--- config.mk ---
export PLATFORM = sky130hd
export DESIGN_NAME = counter_sequencer
export DESIGN_NICKNAME = d
export VERILOG_FILES = /design/src/rtl/counter_sequencer.sv
export SDC_FILE = /design/constraint.sdc
export NUM_CORES = 1
export LEC_CHECK = 0
export BUFFER_PORTS_ARGS = -buffer_cell sky130_fd_sc_hd__buf_4
export CAP_MARGIN = 20
export CORE_ASPECT_RATIO = 2
export CORE_UTILIZATION = 55
export CTS_BUF_LIST = sky130_fd_sc_hd__clkbuf_8
export CTS_CLUSTER_DIAMETER = 30
export CTS_CLUSTER_SIZE = 24
export DETAILED_ROUTE_END_ITERATION = 6
export PLACE_DENSITY_LB_ADDON = 0.3
export SYNTH_ARGS = -nofsm -noshare
export SYNTH_HDL_FRONTEND = slang
export SYNTH_HIERARCHICAL = 1
export SYNTH_SLANG_ARGS = --single-unit
--- constraint.sdc ---
create_clock -name clk -period 2.4 [get_ports clk]
set_clock_uncertainty 0.1 [all_clocks]
set_input_delay 0.12 -clock clk [delete_from_list [all_inputs] [get_ports clk]]
set_output_delay 0.12 -clock clk [all_outputs]
set_load 0.05 [all_outputs]
--- src/rtl/counter_sequencer.sv ---
// Run/pause/step controller for the display counter: conditions four push buttons,
// generates the slow count tick and owns the bounded 7-bit count (wrap or saturate).

module btn_cond #(
   parameter int DB_CYCLES = 500_000
) (
   input  logic clk,
   input  logic rst,
   input  logic raw,
   output logic evt
);
   localparam int CW = (DB_CYCLES > 1) ? $clog2(DB_CYCLES) : 1;

   logic          s1, s2, level;
   logic [CW-1:0] cnt;

   // level follows s2 only after DB_CYCLES consecutive samples that disagree with it
   always_ff @(posedge clk or negedge rst) begin
      if (!rst) begin
         s1    <= 1'b0;
         s2    <= 1'b0;
         level <= 1'b0;
         cnt   <= '0;
         evt   <= 1'b0;
      end else begin
         s1  <= raw;
         s2  <= s1;
         evt <= 1'b0;
         if (s2 == level) begin
            cnt <= '0;
         end else if (cnt == CW'(DB_CYCLES - 1)) begin
            level <= s2;
            cnt   <= '0;
            evt   <= s2;
         end else begin
            cnt <= cnt + CW'(1);
         end
      end
   end
endmodule

module counter_sequencer #(
   parameter int TICK_DIV  = 50_000_000,
   parameter int MAX_COUNT = 99,
   parameter int DB_CYCLES = 500_000
) (
   input  logic       clk,
   input  logic       rst,
   input  logic       btn_run,
   input  logic       btn_step,
   input  logic       btn_dir,
   input  logic       btn_clr,
   input  logic       wrap_en,
   output logic [6:0] count,
   output logic       dir_up,
   output logic       running,
   output logic       at_limit,
   output logic       tick
);
   localparam int NUM_BTN = 4;
   localparam int B_RUN   = 0;
   localparam int B_STEP  = 1;
   localparam int B_DIR   = 2;
   localparam int B_CLR   = 3;
   localparam int PW      = $clog2(TICK_DIV);
   localparam logic [PW-1:0] PMAX = PW'(TICK_DIV - 1);
   localparam logic [6:0]    MAXC = 7'(MAX_COUNT);

   typedef enum logic [1:0] {S_IDLE, S_RUN, S_PAUSE} state_t;

   logic [NUM_BTN-1:0] btn_raw, btn_evt;
   logic               evt_run, evt_step, evt_dir, evt_clr;
   logic               wrap_s1, wrap_s2;
   state_t             state, state_nxt;
   logic [PW-1:0]      presc;
   logic               adv, sat_hit;
   logic [6:0]         adv_count;

   assign btn_raw = {btn_clr, btn_dir, btn_step, btn_run};

   for (genvar i = 0; i < NUM_BTN; i++) begin : g_btn
      btn_cond #(.DB_CYCLES(DB_CYCLES)) u_btn (
         .clk (clk),
         .rst (rst),
         .raw (btn_raw[i]),
         .evt (btn_evt[i])
      );
   end

   assign evt_run  = btn_evt[B_RUN];
   assign evt_step = btn_evt[B_STEP];
   assign evt_dir  = btn_evt[B_DIR];
   assign evt_clr  = btn_evt[B_CLR];

   assign tick     = (state == S_RUN) && (presc == PMAX);
   assign at_limit = dir_up ? (count == MAXC) : (count == 7'd0);

   // Advance uses the direction held before any same-cycle dir event
   always_comb begin
      adv       = tick | (evt_step & (state != S_RUN));
      adv_count = count;
      if (dir_up) begin
         if (count < MAXC)  adv_count = count + 7'd1;
         else if (wrap_s2)  adv_count = 7'd0;
      end else begin
         if (count != 7'd0) adv_count = count - 7'd1;
         else if (wrap_s2)  adv_count = MAXC;
      end
      sat_hit = adv & ~wrap_s2 & (adv_count == (dir_up ? MAXC : 7'd0));
   end

   always_comb begin
      state_nxt = state;
      case (state)
         S_IDLE:  if (evt_run) state_nxt = S_RUN;
         S_RUN:   if (evt_run || sat_hit) state_nxt = S_PAUSE;
         S_PAUSE: if (evt_run) state_nxt = S_RUN;
         default: state_nxt = S_IDLE;
      endcase
      if (evt_clr) state_nxt = S_IDLE;
   end

   always_ff @(posedge clk or negedge rst) begin
      if (!rst) state <= S_IDLE;
      else      state <= state_nxt;
   end

   // A run toggle does not cancel a coincident tick advance; clr overrides both
   always_ff @(posedge clk or negedge rst) begin
      if (!rst) begin
         count   <= 7'd0;
         dir_up  <= 1'b1;
         running <= 1'b0;
         presc   <= '0;
         wrap_s1 <= 1'b0;
         wrap_s2 <= 1'b0;
      end else begin
         wrap_s1 <= wrap_en;
         wrap_s2 <= wrap_s1;
         running <= (state_nxt == S_RUN);
         if (evt_clr)  count <= 7'd0;
         else if (adv) count <= adv_count;
         if (evt_dir) dir_up <= ~dir_up;
         if (evt_clr || (state_nxt == S_RUN && state != S_RUN))
            presc <= '0;
         else if (state == S_RUN)
            presc <= (presc == PMAX) ? '0 : presc + PW'(1);
      end
   end
endmodule

== Word-level counts from Yosys, hierarchy flattened ==
Index checks and enable logic that the tools add are counted.

* Register bits after elaboration: 131
* Output and inout port bits: 11
* Input bits: 7

* Bitwise gates (word level): 10
* Eq/ne operators: 15
* Add/sub/neg operators: 7
* Multiplexer cells: 32
* Reduce and logical (&&, ||, !) cells: 14
* $lt $le $gt $ge: 1

{| class="wikitable"
|+ Operator list
! cell !! number
|-
| 2-to-1 mux 19 bit || 8
|-
| 2-to-1 mux 26 bit || 3
|-
| adder 19 x 1 -> 19 bit, second input constant || 4
|-
| equality test 19 bit, second input constant || 4
|-
| 2-to-1 mux 7 bit || 8
|-
| adder 26 x 1 -> 26 bit, second input constant || 1
|-
| equality test 26 bit, second input constant || 1
|-
| 2-to-1 mux 1 bit || 9
|-
| AND reduction 2 bit || 4
|-
| adder 7 x 1 -> 7 bit, second input constant || 1
|-
| equality test 7 bit || 1
|-
| equality test 7 bit, second input constant || 1
|-
| zero test 7 bit || 1
|-
| < comparator 7 bit, second input constant || 1
|-
| nonzero test 7 bit || 1
|-
| subtractor 7 x 1 -> 7 bit, second input constant || 1
|-
| 2-to-1 mux 2 bit || 3
|-
| inverter 1 bit || 6
|-
| equality test 1 bit || 4
|-
| equality test 2 x 1 -> 1 bit, second input constant || 2
|-
| case mux 2 bit (2 select lines) || 1
|-
| nonzero test 2 bit || 2
|-
| AND 1 bit || 3
|-
| equality test 2 bit, second input constant || 1
|-
| 6 further kinds || 8
|}

== Depth between registers and ports, before layout ==
Gate-level depths: netlist (run 1).

* Depth after elaboration: 13
* Depth in mapped cells: 9
* Mapped depth without buffers: 8

== Cells and area by module ==
Netlist (run 1), hierarchy kept.

{| class="wikitable"
|+ By module, submodules not included
! module !! cells each !! instances !! sequential area each (µm²) !! area an instance (µm²)
|-
| btn_cond at g_btn[0].u_btn ... || 110 || 3 || 575.6 || 1,118.6
|-
| counter_sequencer || 282 || 1 || 977.2 || 2,456.1
|-
| btn_cond at g_btn[2].u_btn || 106 || 1 || 575.6 || 1,144.8
|}

== Least setup slack after synthesis (run 1) ==
Ideal clock, no wire load.

* Path type: register -> output
* Start: reg count[0]
* End: out at_limit
* Slack: -545 ps
* Data arrival time: 2,725 ps
* Stages on the path, launching flop included: 7
* Cell sequence: dfrtp_1 clkbuf_1 inv_1 ha_1 nor3b_1 nand2_1 o21ai_0

* Word-level cells in the longest chain between the ends: 2
* Elaborated cells on any way between the ends: 3

{| class="wikitable"
|+ RTL lines
! item !! line !! source
|-
| start: declaration || 54 || <nowiki>output logic [6:0] count,</nowiki>
|-
| start signal: assignment || 142 || <nowiki>else if (adv) count <= adv_count;</nowiki>
|-
| equality test 7 bit or zero test 7 bit (tied branches) || 96 || <nowiki>assign at_limit = dir_up ? (count == MAXC) : (count == 7'd0);</nowiki>
|-
| 2-to-1 mux 1 bit (*) || 96 ||
|-
| end: declaration || 57 || <nowiki>output logic at_limit,</nowiki>
|}

Mark *: on every way between the ends. The rest lies on a longest branch, timed or not.

== Worst setup path in the final report (run 1) ==
* Start: reg presc[24]
* End: out tick

* Word-level cells in the longest chain between the ends: 2

{| class="wikitable"
|+ RTL lines
! item !! line !! source
|-
| start: declaration || 75 || <nowiki>logic [PW-1:0] presc;</nowiki>
|-
| start signal: assignment || 147 || <nowiki>presc <= (presc == PMAX) ? '0 : presc + PW'(1);</nowiki>
|-
| equality test 26 bit || 95 || <nowiki>assign tick = (state == S_RUN) && (presc == PMAX);</nowiki>
|-
| logical AND 1 bit || 95 ||
|-
| end: declaration || 58 || <nowiki>output logic tick</nowiki>
|}

Every way passes these cells.

==> results.toml, run 1 <==
[clock_network]
cts_root_buffer = "sky130_fd_sc_hd__clkbuf_8"
tritoncts.num_buffers = 17
clk_pin_slew_worst_paths_ps = 80
cts_tree = "yes"
cts.sinks = 131
htree_levels = 4
cts_buffer_depth = 2
clock_latency_ps = 430

[detailed_routing]
route.final.wire_length_um = 15700
route.vias.total = 5698
route.detailed.drc = 0
dr.pass1.iters = 5
routed_vias_inst = 6.07
drt_iter0_markers = 405
final_antenna_net_count = 0
avgRoutedWirePerCell_um = 16.7

[power]
p_leak_nw = 3.39
power_per_cell_area_nw_per_um2 = 535
max-vdd-ir-drop_v = 0.000517

[placed_design]
post-dp-hpwl_um = 11200
port_buffers = 17
post_dp_cell_area_um2 = 7480
gp_weighted_congestion = 0.907

[synthesis]
synth.net_count = 732
ys_dominant_reg_cell = "sky130_fd_sc_hd__dfrtp_1"
ys_seq_elements = 131
synth-edff-count = 0
synth_cells = 718
mappedNetlistArea_um2 = 6960
number_of_distinct_library_cells_after_synthesis = 70
synth-seq-area-share_pct = 47.1
yosys_warnings = 6
async_reset_ff_share_pct = 100
synth.avg_cell_area_um2 = 9.69

[timing]
timing.final.ws_setup_ps = -147
final_hold_viol_count = 0
maxSlewViolCount = 0
clock.fmax_ghz = 0.393
layout_min_cycle_time_ps = 2550
worst_pin_slew_ps = 645
fin_crit_share_pct = 106
slew_headroom_pct = 56.6
totalNegativeSetupSlack_ps = -261
grt_setup_unrepaired = "yes"
setup_viol = 2

[grt]
grt_pass1_wl_um = 26500
grt.overflow.total = 0
grt.total_usage_pct = 26.2
largest_net_degree_at_the_start_of_global_routing = 45
vias_in_the_first_global_route = 5918
antenna_found_initial = 0

[critical_path]
worst_ep_required_time_ps = 2180
setup.worst_path.start = "presc[24]$_DFFE_PN0P_"
arrival_ps = 2330
worstRegToRegCells = 6
crit_path_end_kind = "output port"
rr_startpoint = "presc[24]$_DFFE_PN0P_"
critPathKind = "reg2out"
worst_setup_path_start_kind = "flop"
worst_setup_slack_for_register_to_register_paths_ps = -110
crit_fanout = 3

[finish]
layout.nets = 793
fillers = 954
design_area_um2 = 8130
areaGrowthSynthToFinish_pct = 16.9
antennaDiodeCount = 0
post_route_cells_drive_above_1_share_pct = 19.2
fin_util_pct = 66.3

[floorplan]
num_io_pins = 18
chipHeight_um = 161
fp.coreArea_um2 = 12300
die_w_um = 81.5
floorplan.initialDensity_pct = 56.7
design.die.area_um2 = 13100
num_rows = 57

[outcome]
outcome = "finished with violations"
failed_checks = "setup timing"

[min_path]
worst_hold_path_type = "in2async"

[job]
drv.max_cap_violation_count = 0
[sequential cells by signal (all words and copies together) (netlist names), 2 cells and up]
register	cells
g_btn.u_btn/cnt	76
state	2
g_btn.u_btn/s1	4
g_btn.u_btn/evt	4
g_btn.u_btn/s2	4
count	7
g_btn.u_btn/level	4
presc	26
[kinds of logic after synthesis]
family,after synthesis,synth area share (%)
buf+inv,43,2.77
fa+ha+maj,7,1.26
xor+xnor,87,11.0
flops,131,47.1
simple gates,362,28.0
mux,8,1.22
compound gates,80,8.67
[cell usage after synthesis (all sizes together), types with 4 or more instances]
master / number / area share [%]
nor3b: 5 / 0.54
inv: 19 / 1.0
nand4: 41 / 4.3
nand2b: 6 / 0.54
nor3: 32 / 2.5
dfrtp: 130 / 47
xor2: 30 / 3.8
nor2: 111 / 6.0
nor4: 21 / 2.3
or4: 8 / 1.1
mux2i: 4 / 0.58
xnor2: 57 / 7.2
mux2: 4 / 0.65
buf: 11 / 0.99
a21oi: 18 / 1.5
ha: 7 / 1.3
nor4b: 6 / 0.76
and4: 6 / 0.77
nand2: 50 / 2.7
clkbuf: 13 / 0.76
o21ai: 24 / 1.9
o31ai: 8 / 1.5
a211oi: 6 / 0.72
or3: 7 / 0.63
and2: 7 / 0.63
and3: 12 / 1.1
nand3: 39 / 2.9
[cells in the final DEF, fill, tap and decap left out, types with 4 or more instances in the layout]
| master | instances |
|---|---|
| sky130_fd_sc_hd__buf_4 | 54 |
| sky130_fd_sc_hd__nor2_1 | 110 |
| sky130_fd_sc_hd__and3_1 | 12 |
| sky130_fd_sc_hd__or4_4 | 6 |
| sky130_fd_sc_hd__a211oi_1 | 4 |
| sky130_fd_sc_hd__xor2_1 | 30 |
| sky130_fd_sc_hd__clkinv_2 | 4 |
| sky130_fd_sc_hd__or3_1 | 7 |
| sky130_fd_sc_hd__dfrtp_1 | 126 |
| sky130_fd_sc_hd__nand4_1 | 36 |
| sky130_fd_sc_hd__mux2i_1 | 4 |
| sky130_fd_sc_hd__and4_1 | 5 |
| sky130_fd_sc_hd__xnor2_1 | 57 |
| sky130_fd_sc_hd__nor3b_1 | 4 |
| sky130_fd_sc_hd__o21ai_1 | 5 |
| sky130_fd_sc_hd__a21oi_1 | 12 |
| sky130_fd_sc_hd__a21oi_2 | 6 |
| sky130_fd_sc_hd__dlygate4sd3_1 | 6 |
| sky130_fd_sc_hd__inv_1 | 19 |
| sky130_fd_sc_hd__nor3_1 | 27 |
| sky130_fd_sc_hd__nand2_1 | 50 |
| sky130_fd_sc_hd__clkbuf_8 | 19 |
| sky130_fd_sc_hd__o31ai_4 | 4 |
| sky130_fd_sc_hd__nor4_1 | 18 |
| sky130_fd_sc_hd__and2_1 | 6 |
| sky130_fd_sc_hd__nand4_2 | 4 |
| sky130_fd_sc_hd__nand3_1 | 37 |
| sky130_fd_sc_hd__o21ai_0 | 18 |
| sky130_fd_sc_hd__nor4b_1 | 6 |
| sky130_fd_sc_hd__ha_1 | 6 |
| sky130_fd_sc_hd__dfrtp_2 | 4 |
| sky130_fd_sc_hd__nand2b_1 | 6 |
| sky130_fd_sc_hd__o31ai_1 | 4 |
[power by group]
group	leakage [nW]	internal, W	switching, W
sequential	1.79	0.00223	0.0000330
clock	0.207	0.00108	0.000861
combinational	1.39	0.0000534	0.0000912
[critical path, stage by stage, from the launching register on]
cell and delay [ps]:
sky130_fd_sc_hd__dfrtp_1 420, sky130_fd_sc_hd__or3b_4 400, sky130_fd_sc_hd__or4_4 580, sky130_fd_sc_hd__nor3_4 210, sky130_fd_sc_hd__buf_6 130, sky130_fd_sc_hd__buf_8 130
[per-layer routing]
| layer | vias to the layer above | GRT usage, % | part of all wire [%] | wire (µm) |
|---|---|---|---|---|
| li1 | 2687 | - | - | - |
| met1 | 2766 | 26.4 | 36 | 5660 |
| met2 | 180 | 48.0 | 56 | 8770 |
| met3 | 65 | 5.14 | 3.3 | 525 |
| met4 | 0 | 14.3 | 4.9 | 763 |
| met5 | - | 0 | 0 | 0 |
[timing repair]
action | 4_1_cts | 5_1_grt
hold endpoints to repair | 84 | 0
gates resized for setup | 8 | 21
pin swaps | 5 | 5
gates cloned | 0 | 1
buffers inserted | 2 | 4
hold buffers | 6 | 0
endpoints found under the setup margin | 6 | 33
[final cells by class]
cell class | count | area, µm² | share of cell area (%)
repair buffers | 65 | 552 | 6.79
multi-input cells | 545 | 3620 | 44.5
clock buffers | 19 | 262 | 3.22
well taps | 147 | 184 | 2.26
inverters | 19 | 71.3 | 0.877
flip-flops and latches | 131 | 3280 | 40.4
clock inverters | 13 | 159 | 1.95
[final timing paths]
path | end
max in group asynchronous | count[4]$_DFFE_PN0P_
hold reg to reg | g_btn[3].u_btn/s2$_DFF_PN0_
setup / recovery | tick
setup reg to reg | state[1]$_DFF_PN0_
min in group clk | wrap_s1$_DFF_PN0_
hold / removal | g_btn[3].u_btn/cnt[15]$_DFF_PN0_
[through the flow]
| step | hold slack (ps) | instances | setup slack (ps) | total power [W] |
|---|---|---|---|---|
| 3_3_place_gp | 25.5 | 894 | 78.2 | 0.00244 |
| 3_5_place_dp | 27.7 | 894 | 44.4 | 0.00244 |
| 6_report | 97.4 | 939 | -147 | 0.00435 |
| 5_1_grt | 112 | 939 | -218 | 0.00451 |
| 4_1_cts | 92.8 | 934 | -194 | 0.00439 |
| 2_1_floorplan | -276 | 718 | -244 | 0.00236 |
Power figures use the tool's default switching activity.
==> run 2: changes to the inputs <==
Settings changed: BUFFER_PORTS_ARGS -buffer_cell sky130_fd_sc_hd__buf_4 to -buffer_cell sky130_fd_sc_hd__buf_2, CORE_MARGIN set to 2.
==> results.toml, run 2 (synthesis gave the netlist of run 1 again) <==
[finish]
post_route_cells_drive_above_1_share_pct = 22.7
layout_commonest_cell = "sky130_fd_sc_hd__dfrtp_1"
layout.nets = 804
stdcell_count = 952
top_register = "g_btn.u_btn/cnt"
max_ffs_per_register = 76
areaGrowthSynthToFinish_pct = 19.1
top_flop_regs = "g_btn.u_btn/cnt (76), presc (26), count (7)"
design_area_um2 = 8280
antennaDiodeCount = 0
layout_common_cells = "127 x sky130_fd_sc_hd__dfrtp_1, 99 x sky130_fd_sc_hd__nor2_1, 57 x sky130_fd_sc_hd__xnor2_1"

[floorplan]
num_io_pins = 18
num_rows = 58
fp.coreArea_um2 = 12500
chipHeight_um = 163
die_w_um = 83.5
design.die.area_um2 = 13600
floorplan.initialDensity_pct = 55.7

[power]
max-vdd-ir-drop_v = 0.000481
p_leak_nw = 3.46
power_per_cell_area_nw_per_um2 = 539

[detailed_routing]
route.detailed.drc = 0
routed_vias_inst = 6.14
drt_iter0_markers = 411
final_antenna_net_count = 0
avgRoutedWirePerCell_um = 17.3
route.final.wire_length_um = 16400
dr.pass1.iters = 5
route.vias.total = 5844

[grt]
grt_most_used_layer = "met2"
groute.layer.met3.usage_pct = 4.24
grtUsageMet1_pct = 25.8
grt.total_usage_pct = 24.8
largest_net_degree_at_the_start_of_global_routing = 72
grt.overflow.total = 0
grtUsageMet2_pct = 47.7
antenna_found_initial = 0
grt_pass1_wl_um = 27500
vias_in_the_first_global_route = 5986

[clock_network]
cts_tree = "yes"
clk_pin_slew_worst_paths_ps = 80
htree_levels = 4
tritoncts.num_buffers = 17
cts_root_buffer = "sky130_fd_sc_hd__clkbuf_8"
clock_latency_ps = 430
cts.sinks = 131
cts_buffer_depth = 2

[critical_path]
crit_path_end_kind = "flop"
worst_setup_path_start_kind = "flop"
rr_startpoint = "presc[9]$_DFFE_PN0P_"
crit_fanout = 2
critPathKind = "reg2reg"
worstRegToRegCells = 6
worst_setup_slack_for_register_to_register_paths_ps = -160
worst_ep_required_time_ps = 2650
worstReg2RegEnd = "state[1]$_DFF_PN0_"
arrival_ps = 2800

[placed_design]
post_dp_cell_area_um2 = 7510
port_buffers = 17
place_inst = 908
post-dp-hpwl_um = 11400
gp_weighted_congestion = 0.915

[timing]
maxSlewViolCount = 0
worst_hold_slack_ps = 140
grt_setup_unrepaired = "yes"
totalNegativeSetupSlack_ps = -1190
layout_min_cycle_time_ps = 2560
slew_headroom_pct = 57.5
timing.final.ws_setup_ps = -156
fin_crit_share_pct = 106
clock.fmax_ghz = 0.391
final_hold_viol_count = 0
worst_pin_slew_ps = 637
setup_viol = 28

[min_path]
worst_hold_path_type = "in2async"

[outcome]
outcome = "finished with violations"
failed_checks = "setup timing"

[job]
drv.max_cap_violation_count = 0
run 2: changes by cell type in the layout (fill, tap and decap cells not counted), sizes merged:
cell,before,now
buf,59,68
bufinv,3,4
clkbuf,19,21
clkinv,7,3
clkinvlp,3,0
inv,19,22
or2,3,5
run 2: metal layers:
metal  up-vias  wire (µm)
li1       2715          -
met1      2914       6090
met2       165       9300
met3        50        516
met4         0        526
met5         -          0
run 2: through the flow:
step	util, %	setup slack (ps)	total power [W]
floorplan	-	-244	0.00236
finish	66.4	-156	0.00446
detailed placement	60.2	-37.9	0.00244
CTS	64.9	-191	0.00451
global placement	60.2	-39.6	0.00244
global route	66.4	-228	0.00461
run 2: worst max path at each step:
stage	start	cells past startpoint	endpoint
finish	presc[9]$_DFFE_PN0P_	6	state[1]$_DFF_PN0_
global route	state[1]$_DFF_PN0_	5	tick
CTS	presc[9]$_DFFE_PN0P_	5	tick
detailed placement	count[1]$_DFFE_PN0P_	9	running$_DFF_PN0_
global placement	count[1]$_DFFE_PN0P_	9	running$_DFF_PN0_
floorplan	presc[9]$_DFFE_PN0P_	6	count[0]$_DFFE_PN0P_
run 2: layout make-up:
type                       instances  area (µm²)
tap                              150         188
clock inverter                    10         158
fill                             967        4200
sequential                       131        3280
timing repair buffer              74         582
multi-input combinational        547        3710
inverter                          19        71.3
clock buffer                      21         289
run 2: power by group:
group,leakage (nW),switching [W],internal (W)
sequential,1.79,0.0000341,0.00223
combinational,1.44,0.0000935,0.0000514
clock,0.236,0.000820,0.00123
run 2: worst max-delay path, stage by stage, from the launching register on:
cell and delay, ps:
sky130_fd_sc_hd__dfrtp_1 380, sky130_fd_sc_hd__or4_1 520, sky130_fd_sc_hd__or4_4 550, sky130_fd_sc_hd__buf_4 170, sky130_fd_sc_hd__or4_1 430, sky130_fd_sc_hd__nor4_2 180
sky130_fd_sc_hd__o2bb2ai_1 150
run 2: timing repair:
action | CTS | global route
pin swaps | 3 | 20
endpoints found under the setup margin | 5 | 34
setup buffers | 1 | 3
gates resized for setup | 17 | 45
endpoints found under the hold margin | 73 | 0
cloned | 0 | 3
hold buffers | 6 | 0
